File: src/rtl/led_ctrl.sv
// rtl/led_ctrl.sv - multi-channel LED controller with shared prescaler, PWM and blink timing
module led_ctrl #(
   parameter int CHANNELS   = 8,
   parameter int PWM_BITS   = 4,
   parameter int BLINK_BITS = 3
) (
   input  logic                CLK,
   input  logic                RESET,
   input  logic                WE,
   input  logic [4:0]          ADDR,
   input  logic [7:0]          WD,
   output logic [7:0]          RD,
   output logic [CHANNELS-1:0] LEDS
);

   typedef enum logic [1:0] {
      MODE_OFF   = 2'b00,
      MODE_ON    = 2'b01,
      MODE_PWM   = 2'b10,
      MODE_BLINK = 2'b11
   } mode_t;

   mode_t                 mode   [CHANNELS];
   logic [PWM_BITS-1:0]   shadow [CHANNELS];
   logic [PWM_BITS-1:0]   active [CHANNELS];
   logic [7:0]            div_q;
   logic [7:0]            presc;
   logic [PWM_BITS-1:0]   pwm_cnt;
   logic [BLINK_BITS-1:0] blink_cnt;
   logic                  tick;
   logic                  wrap;
   logic                  div_wr;
   logic                  blink_phase;
   logic [CHANNELS-1:0]   cfg_wr;
   logic [CHANNELS-1:0]   pwm_on;
   logic [CHANNELS-1:0]   leds_d;
   logic                  unused_wd;

   assign tick        = (presc == div_q);
   assign wrap        = tick && (pwm_cnt == '1);
   assign div_wr      = WE && ADDR[4];
   assign blink_phase = blink_cnt[BLINK_BITS-1];
   assign unused_wd   = ^WD;

   always_comb begin
      cfg_wr = '0;
      pwm_on = '0;
      leds_d = '0;
      for (int i = 0; i < CHANNELS; i++) begin
         cfg_wr[i] = WE && !ADDR[4] && (ADDR[3:0] == 4'(i));
         pwm_on[i] = (pwm_cnt < active[i]);
         case (mode[i])
            MODE_ON:    leds_d[i] = 1'b1;
            MODE_PWM:   leds_d[i] = pwm_on[i];
            MODE_BLINK: leds_d[i] = pwm_on[i] & blink_phase;
            default:    leds_d[i] = 1'b0;
         endcase
      end
   end

   // Out-of-range channel addresses match no entry, so they read 0 and drop writes.
   always_comb begin
      RD = '0;
      if (ADDR[4]) begin
         RD = div_q;
      end else begin
         for (int i = 0; i < CHANNELS; i++) begin
            if (ADDR[3:0] == 4'(i)) begin
               RD[7:6]          = mode[i];
               RD[PWM_BITS-1:0] = shadow[i];
            end
         end
      end
   end

   // Active duty only follows the shadow at a PWM wrap so a period is never cut short.
   always_ff @(posedge CLK or negedge RESET) begin
      if (!RESET) begin
         for (int i = 0; i < CHANNELS; i++) begin
            mode[i]   <= MODE_OFF;
            shadow[i] <= '0;
            active[i] <= '0;
         end
      end else begin
         for (int i = 0; i < CHANNELS; i++) begin
            if (cfg_wr[i]) begin
               mode[i]   <= mode_t'(WD[7:6]);
               shadow[i] <= WD[PWM_BITS-1:0];
            end
            if (wrap) begin
               active[i] <= shadow[i];
            end
         end
      end
   end

   always_ff @(posedge CLK or negedge RESET) begin
      if (!RESET) begin
         div_q     <= '0;
         presc     <= '0;
         pwm_cnt   <= '0;
         blink_cnt <= '0;
         LEDS      <= '0;
      end else begin
         if (div_wr) begin
            div_q <= WD;
         end
         if (div_wr || tick) begin
            presc <= '0;
         end else begin
            presc <= presc + 8'd1;
         end
         if (tick) begin
            pwm_cnt <= pwm_cnt + PWM_BITS'(1);
         end
         if (wrap) begin
            blink_cnt <= blink_cnt + BLINK_BITS'(1);
         end
         LEDS <= leds_d;
      end
   end

endmodule

File: config.mk
export PLATFORM = sky130hd
export DESIGN_NAME = led_ctrl
export DESIGN_NICKNAME = d
export VERILOG_FILES = /design/src/rtl/led_ctrl.sv
export SDC_FILE = /design/constraint.sdc
export NUM_CORES = 1
export LEC_CHECK = 0
export CAP_MARGIN = 25
export CORE_MARGIN = 4
export CORE_UTILIZATION = 40
export CTS_BUF_LIST = sky130_fd_sc_hd__clkbuf_8
export DETAILED_ROUTE_END_ITERATION = 7
export PLACE_DENSITY = 0.62
export SETUP_SLACK_MARGIN = 0.02
export SLEW_MARGIN = 30
export SYNTH_ARGS = -nofsm -noshare
export SYNTH_HDL_FRONTEND = slang
export SYNTH_SLANG_ARGS = --single-unit
export TNS_END_PERCENT = 50
File: constraint.sdc
create_clock -name CLK -period 2 [get_ports CLK]
set_clock_uncertainty 0.1 [all_clocks]
set_input_delay 0.4 -clock CLK [delete_from_list [all_inputs] [get_ports CLK]]
set_output_delay 0.4 -clock CLK [all_outputs]
set_load 0.02 [all_outputs]
---- Word-level counts from Yosys, hierarchy flattened ----
Index checks and enable logic that the tools add are counted.
word-level totals
  register bits ........................... 111
  output and inout port bits .............. 16
  logic and storage cells ................. 123
cells by class
  $add $sub $neg .......................... 3
  order comparisons ....................... 8
  eq/ne operators ......................... 33
  muxes and demuxes ....................... 28
  bitwise logic cells ..................... 8
  reduce and logical (&&, ||, !) cells .... 14
operators with widths
  kind                                                  number
  two-way mux 4 bit                                     9
  equality test 2 bit (second input constant)           16
  < comparator 4 bit                                    8
  one-hot mux 1 bit (3 select lines)                    8
  two-way mux 2 bit                                     10
  equality test 2 x 1 -> 1 bit (second input constant)  8
  equality test 4 x 3 -> 1 bit (second input constant)  4
  logical AND 1 bit                                     11
  adder 8 x 1 -> 8 bit (second input constant)          1
  AND 1 bit                                             8
  equality test 4 x 2 -> 1 bit (second input constant)  2
  equality test 8 bit                                   1
  two-way mux 8 bit                                     1
  adder 4 x 1 -> 4 bit (second input constant)          1
  equality test 4 x 1 -> 1 bit (second input constant)  1
  equality test 4 bit (second input constant)           1
  zero test 4 bit                                       1
  adder 3 x 1 -> 3 bit (second input constant)          1
  zero test 1 bit                                       1
  logical OR 1 bit                                      1

---- Depth between registers and ports, before layout ----
Gate-level depths: netlist (run 1).
  depth after elaboration ................. 10
  gate-level depth with buffers ........... 7
  mapped depth without buffers ............ 6

---- Worst setup path after synthesis (run 1) ----
Ideal clock, no wire load.
  path type ............................... in2out
  from .................................... input port ADDR[1]
  to ...................................... output port RD[1]
  data arrival time ....................... 1738 ps
  path slack .............................. -238 ps
  cell stages on the path ................. 7
  path buffers ............................ 2
  path through ............................ buf_2 > buf_2 > nor3_1 > a211o_1 > a221oi_1 > nor3_1 > nor2_1
on the way
  word-level cells in the longest chain between the ends .. 10
ends and longest elaborated chain
  element                         line  RTL
  from (decl)                     10    input logic [4:0] ADDR,
  zero test 4 bit                 68    if (ADDR[3:0] == 4'(i)) begin
  two-way mux 4 bit (7 in a row)  68
  two-way mux 4 bit (*)           68
  two-way mux 4 bit (*)           64    if (ADDR[4]) begin
  to (decl)                       12    output logic [7:0] RD,
Every way passes the cells marked *; elsewhere a longest branch is shown, timed or not.

---- Worst setup path after layout (run 1) ----
  from .................................... register mode[9] (netlist bit)
  to ...................................... output port RD[7]
on the way
  word-level cells in the longest chain between the ends .. 6
ends and longest elaborated chain
  element                            line  RTL
  from (decl)                        23    mode_t mode [CHANNELS];
  from (signal, indexed assignment)  87    mode[i] <= mode_t'(WD[7:6]);
  two-way mux 2 bit (5 in a row)     68
  two-way mux 2 bit                  64
No other way between the ends.

==> results.sh, run 1 <==
export IMPL_yosys_most_used_dff="dfrtp_1"
export IMPL_final_period_utilization_pct=115
export IMPL_cts_made_buffers=9
export IMPL_coreArea_mm2=0.0138
export IMPL_p_leak_uw=0.00346
export IMPL_critPathMaxFanout=2
export IMPL_synth_most_common_cell="dfrtp_1"
export IMPL_syn_area_per_cell_um2=13.3
export IMPL_routed_wl_um=13400
export IMPL_rsz0062_at_grt="yes"
export IMPL_ys_seq_area_share_pct=49.4
export IMPL_place_congestion=0.884
export IMPL_synth_area_mm2=0.00562
export IMPL_die_area_mm2=0.0160
export IMPL_grt_overflow_total=0
export IMPL_max_stage_delay_ns=0.46
export IMPL_ant_nets=0
export IMPL_cts_tree="yes"
export IMPL_relSlewSlack_pct=60.8
export IMPL_cts_root_buffer="clkbuf_8"
export IMPL_cts_sinks=111
export IMPL_post_route_util_pct=52.4
export IMPL_synthTopCellsByCount="111 x dfrtp_1, 73 x mux2_2, 29 x mux2_4, 27 x ha_1, 26 x inv_1"
export IMPL_antenna_cells=0
export IMPL_die_x_um=127
export IMPL_rows=43
export IMPL_synth_top_area_cell="dfrtp_1"
export IMPL_syn_to_final_growth_pct=29.0
export IMPL_synth_top_area_share_pct=49.4
export IMPL_max_freq_ghz=0.434
export IMPL_grt_pass1_wl_um=21600
export IMPL_path_class="reg -> out"
export IMPL_status="complete, but fails checks"
export IMPL_synthCells=424
export IMPL_async_flop_share_pct=100
export IMPL_critPathSlowestCell="mux4_2"
export IMPL_io_pins=32
export IMPL_numPortBuffers=31
export IMPL_synthDistinctLibCells=39
export IMPL_final_area_mm2=0.00725
export IMPL_die_h_um=127
export IMPL_drt_first_pass_iters=4
export IMPL_clk_latency_ns=0.39
export IMPL_synth_edf_count=0
export IMPL_ir_worst_vdd_mv=0.537
export IMPL_grt_pass1_vias=4001
export IMPL_routed_via_density=5.09
export IMPL_grt_util_all_layers_pct=17.4
export IMPL_cts_buffer_depth=2
export IMPL_finalHoldViolCount=0
export IMPL_ys_seq_elements=111
export IMPL_p_per_area_mw_per_mm2=824
export IMPL_antenna_found_initial=0
export IMPL_setup_viol=39
export IMPL_cp_arrival_ns=1.80
export IMPL_cp_cell_sequence="mux4_2, nor2b_1, a31oi_1, o21ai_1, buf_4"
export IMPL_ys_warn_count=0
export IMPL_wl_per_cell_um=18.2
export IMPL_vias=3762
export IMPL_violations="setup timing"
export IMPL_fin_nets=601
export IMPL_drt_iter0_markers=124
export IMPL_hold_class="in -> async"
export IMPL_startpoint_type="flip-flop"
export IMPL_finalCriticalPeriod_ns=2.30
export IMPL_synthTopCellsByArea="dfrtp_1 49%, mux2_2 15%, mux2_4 7.7%"
export IMPL_drive_above_1_share_pct=45.1
export IMPL_syn_num_nets=467
export IMPL_hpwl_um=9280
export IMPL_tightest_slew_ns=0.589
export IMPL_htree_num_levels=3
export IMPL_drc=0
export IMPL_final_setup_worst_slack_ns=-0.302
export IMPL_drv_slew=0
export IMPL_n_fill_cell=1166
export IMPL_dpl_cell_area_mm2=0.00681
export IMPL_clkTransAtPathRegs_ns=0.09
export IMPL_initial_core_util_pct=40.6
export IMPL_grt_max_degree=109
export IMPL_cp_end_kind="output pin"
export IMPL_cp_required_ns=1.50
export IMPL_drv_cap=0
[final timing paths]
path,from,to,slack [ns],cells after the start
worst max-delay path,mode[9],RD[7],-0.30,5
min in group CLK,blink_cnt[0],blink_cnt[0],0.38,1
worst min register to register,blink_cnt[0],blink_cnt[0],0.38,1
worst min-delay path,RESET,blink_cnt[1],0.25,2
worst max register to register,div_q[2],active[7],-0.18,9
max in group asynchronous,RESET,mode[6],0.79,3
[repair_timing]
action,in CTS,in global routing
setup buffers,5,3
gates resized for setup,66,14
hold buffers,1,0
pin swaps,12,13
setup endpoints to repair,89,49
gates cloned,4,1
hold endpoints to repair,3,0
[report_power, final]
group | switching, uW | internal [uW] | leakage (uW)
registers | 216 | 2550 | 0.00146
logic | 761 | 1040 | 0.00190
clock network | 725 | 675 | 0.0000983
total | 1700 | 4270 | 0.00346
[layout make-up]
class                   instances  area, um2  area share, %
flip-flops and latches        111       2780           38.3
well taps                     180        225           3.11
repair buffers                136       1240           17.1
clock buffers                   9        124           1.71
multi-input cells             273       2720           37.5
inverters                      27        101           1.40
clock inverters                 3       63.8          0.880
[logic make-up (layout without fill, tap and decap cells)]
logic type | count (synthesis) | in the layout | share of synthesized area (%)
adder cells (fa/ha/maj) | 27 | 27 | 6.01
buffers and inverters | 40 | 175 | 3.70
AO/OA/AOI/OAI | 44 | 44 | 5.74
AND/OR/NAND/NOR | 73 | 73 | 7.03
flip-flops | 111 | 111 | 49.4
XOR/XNOR | 19 | 19 | 2.96
multiplexers | 110 | 110 | 25.1
[flip-flops by register name (all words and copies together), names as in the netlist]
signal	count
active	32
shadow	32
mode	16
LEDS	8
div_q	8
presc	8
pwm_cnt	4
blink_cnt	3
[metal layers]
metal	global-route usage, %	wire, um
met5	0	0
met1	24.4	6260
met3	2.95	478
met2	27.5	6370
met4	6.18	312
[worst max-delay path, delay by kind of cell, from the launching register on]
| family | cells | cell delay [ns] |
|---|---|---|
| multiplexers | 1 | 0.46 |
| flip-flops | 1 | 0.41 |
| AO/OA/AOI/OAI | 2 | 0.24 |
| buffers and inverters | 1 | 0.17 |
| AND/OR/NAND/NOR | 1 | 0.14 |
[stage by stage]
| stage | std cells | hold WS [ns] | worst slack, ns | power [uW] | setup TNS (ns) |
|---|---|---|---|---|---|
| floorplan | 424 | 0.00441 | 0.00653 | 3670 | 0 |
| global placement | 715 | 0.106 | -1.12 | 4540 | -31.30 |
| detailed placement | 715 | 0.105 | -1.11 | 4580 | -32.98 |
| CTS | 737 | 0.239 | -0.325 | 6000 | -5.30 |
| global route | 739 | 0.267 | -0.447 | 6300 | -9.11 |
| finish | 739 | 0.251 | -0.302 | 5970 | -5.17 |
[cells in the final DEF (no fill, tap or decap), types with 11 or more instances in the layout]
cell type          n
inv_1             27
mux2_4            34
dfrtp_1          111
clkdlybuf4s50_1   17
a21o_1            16
buf_4             91
ha_1              27
mux2_2            68
nand2b_1          13
xor2_1            16
buf_6             11
No activity file was read; power rests on OpenSTA's default activity.
==> inputs of run 2 (changes only) <==
--- a/config.mk
+++ b/config.mk
@@ -10,7 +10,7 @@
 export CORE_UTILIZATION = 40
 export CTS_BUF_LIST = sky130_fd_sc_hd__clkbuf_8
 export DETAILED_ROUTE_END_ITERATION = 7
-export PLACE_DENSITY = 0.62
+export PLACE_DENSITY = 0.6
 export SETUP_SLACK_MARGIN = 0.02
 export SLEW_MARGIN = 30
 export SYNTH_ARGS = -nofsm -noshare
==> constraint.sdc (replaced) <==
create_clock -name CLK -period 2.63 [get_ports CLK]
set_clock_uncertainty 0.1 [all_clocks]
set_input_delay 0.526 -clock CLK [delete_from_list [all_inputs] [get_ports CLK]]
set_output_delay 0.526 -clock CLK [all_outputs]
set_load 0.02 [all_outputs]
==> run 2 against run 1 <==
Net effect:
- highest routed layer unchanged
- cell count is 11% lower
- global-route usage down 0.91 points
- the run now ends clean
- sequential power decreased by 20%
==> results.sh, run 2 (same netlist as run 1, synthesis figures left out) <==
export IMPL_status="finished, final reports clean"
export IMPL_dpl_cell_area_mm2=0.00624
export IMPL_io_pins=32
export IMPL_final_setup_worst_slack_ns=0.135
export IMPL_cts_made_buffers=9
export IMPL_drive_above_1_share_pct=34.4
export IMPL_drv_slew=0
export IMPL_ir_worst_vdd_mv=0.384
export IMPL_drt_first_pass_iters=4
export IMPL_p_leak_uw=0.00302
export IMPL_vias=3421
export IMPL_coreArea_mm2=0.0138
export IMPL_startpoint_type="input port"
export IMPL_fin_nets=518
export IMPL_die_h_um=127
export IMPL_cp_arrival_ns=1.87
export IMPL_drv_cap=0
export IMPL_cts_sinks=111
export IMPL_tightest_slew_ns=0.593
export IMPL_syn_to_final_growth_pct=16.4
export IMPL_initial_core_util_pct=40.6
export IMPL_antenna_found_initial=0
export IMPL_cts_root_buffer="clkbuf_8"
export IMPL_cts_buffer_depth=2
export IMPL_rrSetupSlack_ns=0.36
export IMPL_drt_iter0_markers=134
export IMPL_layout_commonest_cell="dfrtp_1"
export IMPL_grt_util_all_layers_pct=16.5
export IMPL_clkTransAtPathRegs_ns=0.10
export IMPL_die_area_mm2=0.0160
export IMPL_p_per_area_mw_per_mm2=676
export IMPL_hold_ws_ns=0.112
export IMPL_rsz0062_at_grt="no"
export IMPL_antenna_cells=0
export IMPL_final_area_mm2=0.00654
export IMPL_grt_overflow_total=0
export IMPL_final_cell_mix="111 x dfrtp_1, 73 x mux2_2, 29 x mux2_4"
export IMPL_finalHoldViolCount=0
export IMPL_reg2reg_from="div_q[7]"
export IMPL_routed_wl_um=12300
export IMPL_numPortBuffers=31
export IMPL_largestRegisters="active x32, shadow x32, mode x16"
export IMPL_htree_num_levels=3
export IMPL_path_class="in -> out"
export IMPL_critPathMaxFanout=11
export IMPL_hold_class="in -> async"
export IMPL_place_worst_setup_slack_ns=-0.787
export IMPL_drc=0
export IMPL_r2r_end="active[2]"
export IMPL_cp_required_ns=2.00
export IMPL_hpwl_um=8700
export IMPL_final_period_utilization_pct=94.9
export IMPL_rows=43
export IMPL_place_congestion=0.824
export IMPL_finalCriticalPeriod_ns=2.50
export IMPL_die_x_um=127
export IMPL_setup_viol=0
export IMPL_wl_per_cell_um=18.7
export IMPL_post_route_util_pct=47.3
export IMPL_grt_pass1_vias=3685
export IMPL_ff2ff_path_depth=6
export IMPL_cp_end_kind="output pin"
export IMPL_clk_latency_ns=0.38
export IMPL_setup_tns_ns=0
export IMPL_routed_via_density=5.18
export IMPL_relSlewSlack_pct=60.4
export IMPL_ant_nets=0
export IMPL_cts_tree="yes"
export IMPL_max_freq_ghz=0.401
export IMPL_grt_max_degree=112
export IMPL_grt_pass1_wl_um=20600
[run 2: changes by cell type in the layout (fill, tap and decap cells not counted), moves of 2 or more]
cell	delta
clkbuf_2	+2
nor2_1	+3
buf_6	-11
o21ai_1	-2
nand2_2	-2
clkinv_2	+2
mux2_2	+5
nor2_2	-2
mux2_4	-5
buf_4	-70
nand2_1	+3
[run 2: power breakdown]
| part | leakage [uW] | switching [uW] | internal [uW] |
|---|---|---|---|
| logic | 0.00144 | 418 | 556 |
| clock network | 0.000122 | 577 | 656 |
| registers | 0.00146 | 274 | 1940 |
[run 2: area by class of cell]
cell class              instances  area [um2]
fillers                      1236        7280
flip-flops and latches        111        2780
multi-input cells             273        2660
repair buffers                 53         533
well taps                     180         225
clock buffers                  10         138
clock inverters                 6         108
inverters                      27         101
[run 2: worst max-delay path, stage by stage]
cell and delay [ns]:
clkdlybuf4s50_1 0.51, buf_4 0.21, nor2_1 0.08, buf_4 0.14
a22oi_1 0.13, o21ai_1 0.11, buf_2 0.17
[run 2: per-layer routing]
layer,vias up,global-route usage (%),share of wire [%]
li1,1609,-,-
met1,1753,22.9,48
met2,50,27.1,47
met3,9,2.69,3.5
met4,0,4.16,1.1
met5,-,0,0
[run 2: worst max-delay path by stage]
stage / endpoint / from / cells after the start
2_1_floorplan: RD[1] / ADDR[1] / 7
3_3_place_gp: RD[0] / ADDR[1] / 8
3_5_place_dp: RD[1] / ADDR[1] / 8
4_1_cts: RD[7] / ADDR[1] / 7
5_1_grt: RD[6] / ADDR[4] / 7
6_report: RD[6] / ADDR[4] / 7
[run 2: what timing repair did]
item | 4_1_cts | 5_1_grt
pin swaps | 5 | 4
buffers inserted | 1 | 0
gates resized for setup | 46 | 8
endpoints found under the setup margin | 7 | 4
hold buffers | 0 | 0
gates cloned | 2 | 0
[run 2: metrics by stage]
step	std cells	power (uW)
2_1_floorplan	424	2780
3_3_place_gp	641	3180
3_5_place_dp	641	3210
4_1_cts	660	4460
5_1_grt	660	4640
6_report	660	4420
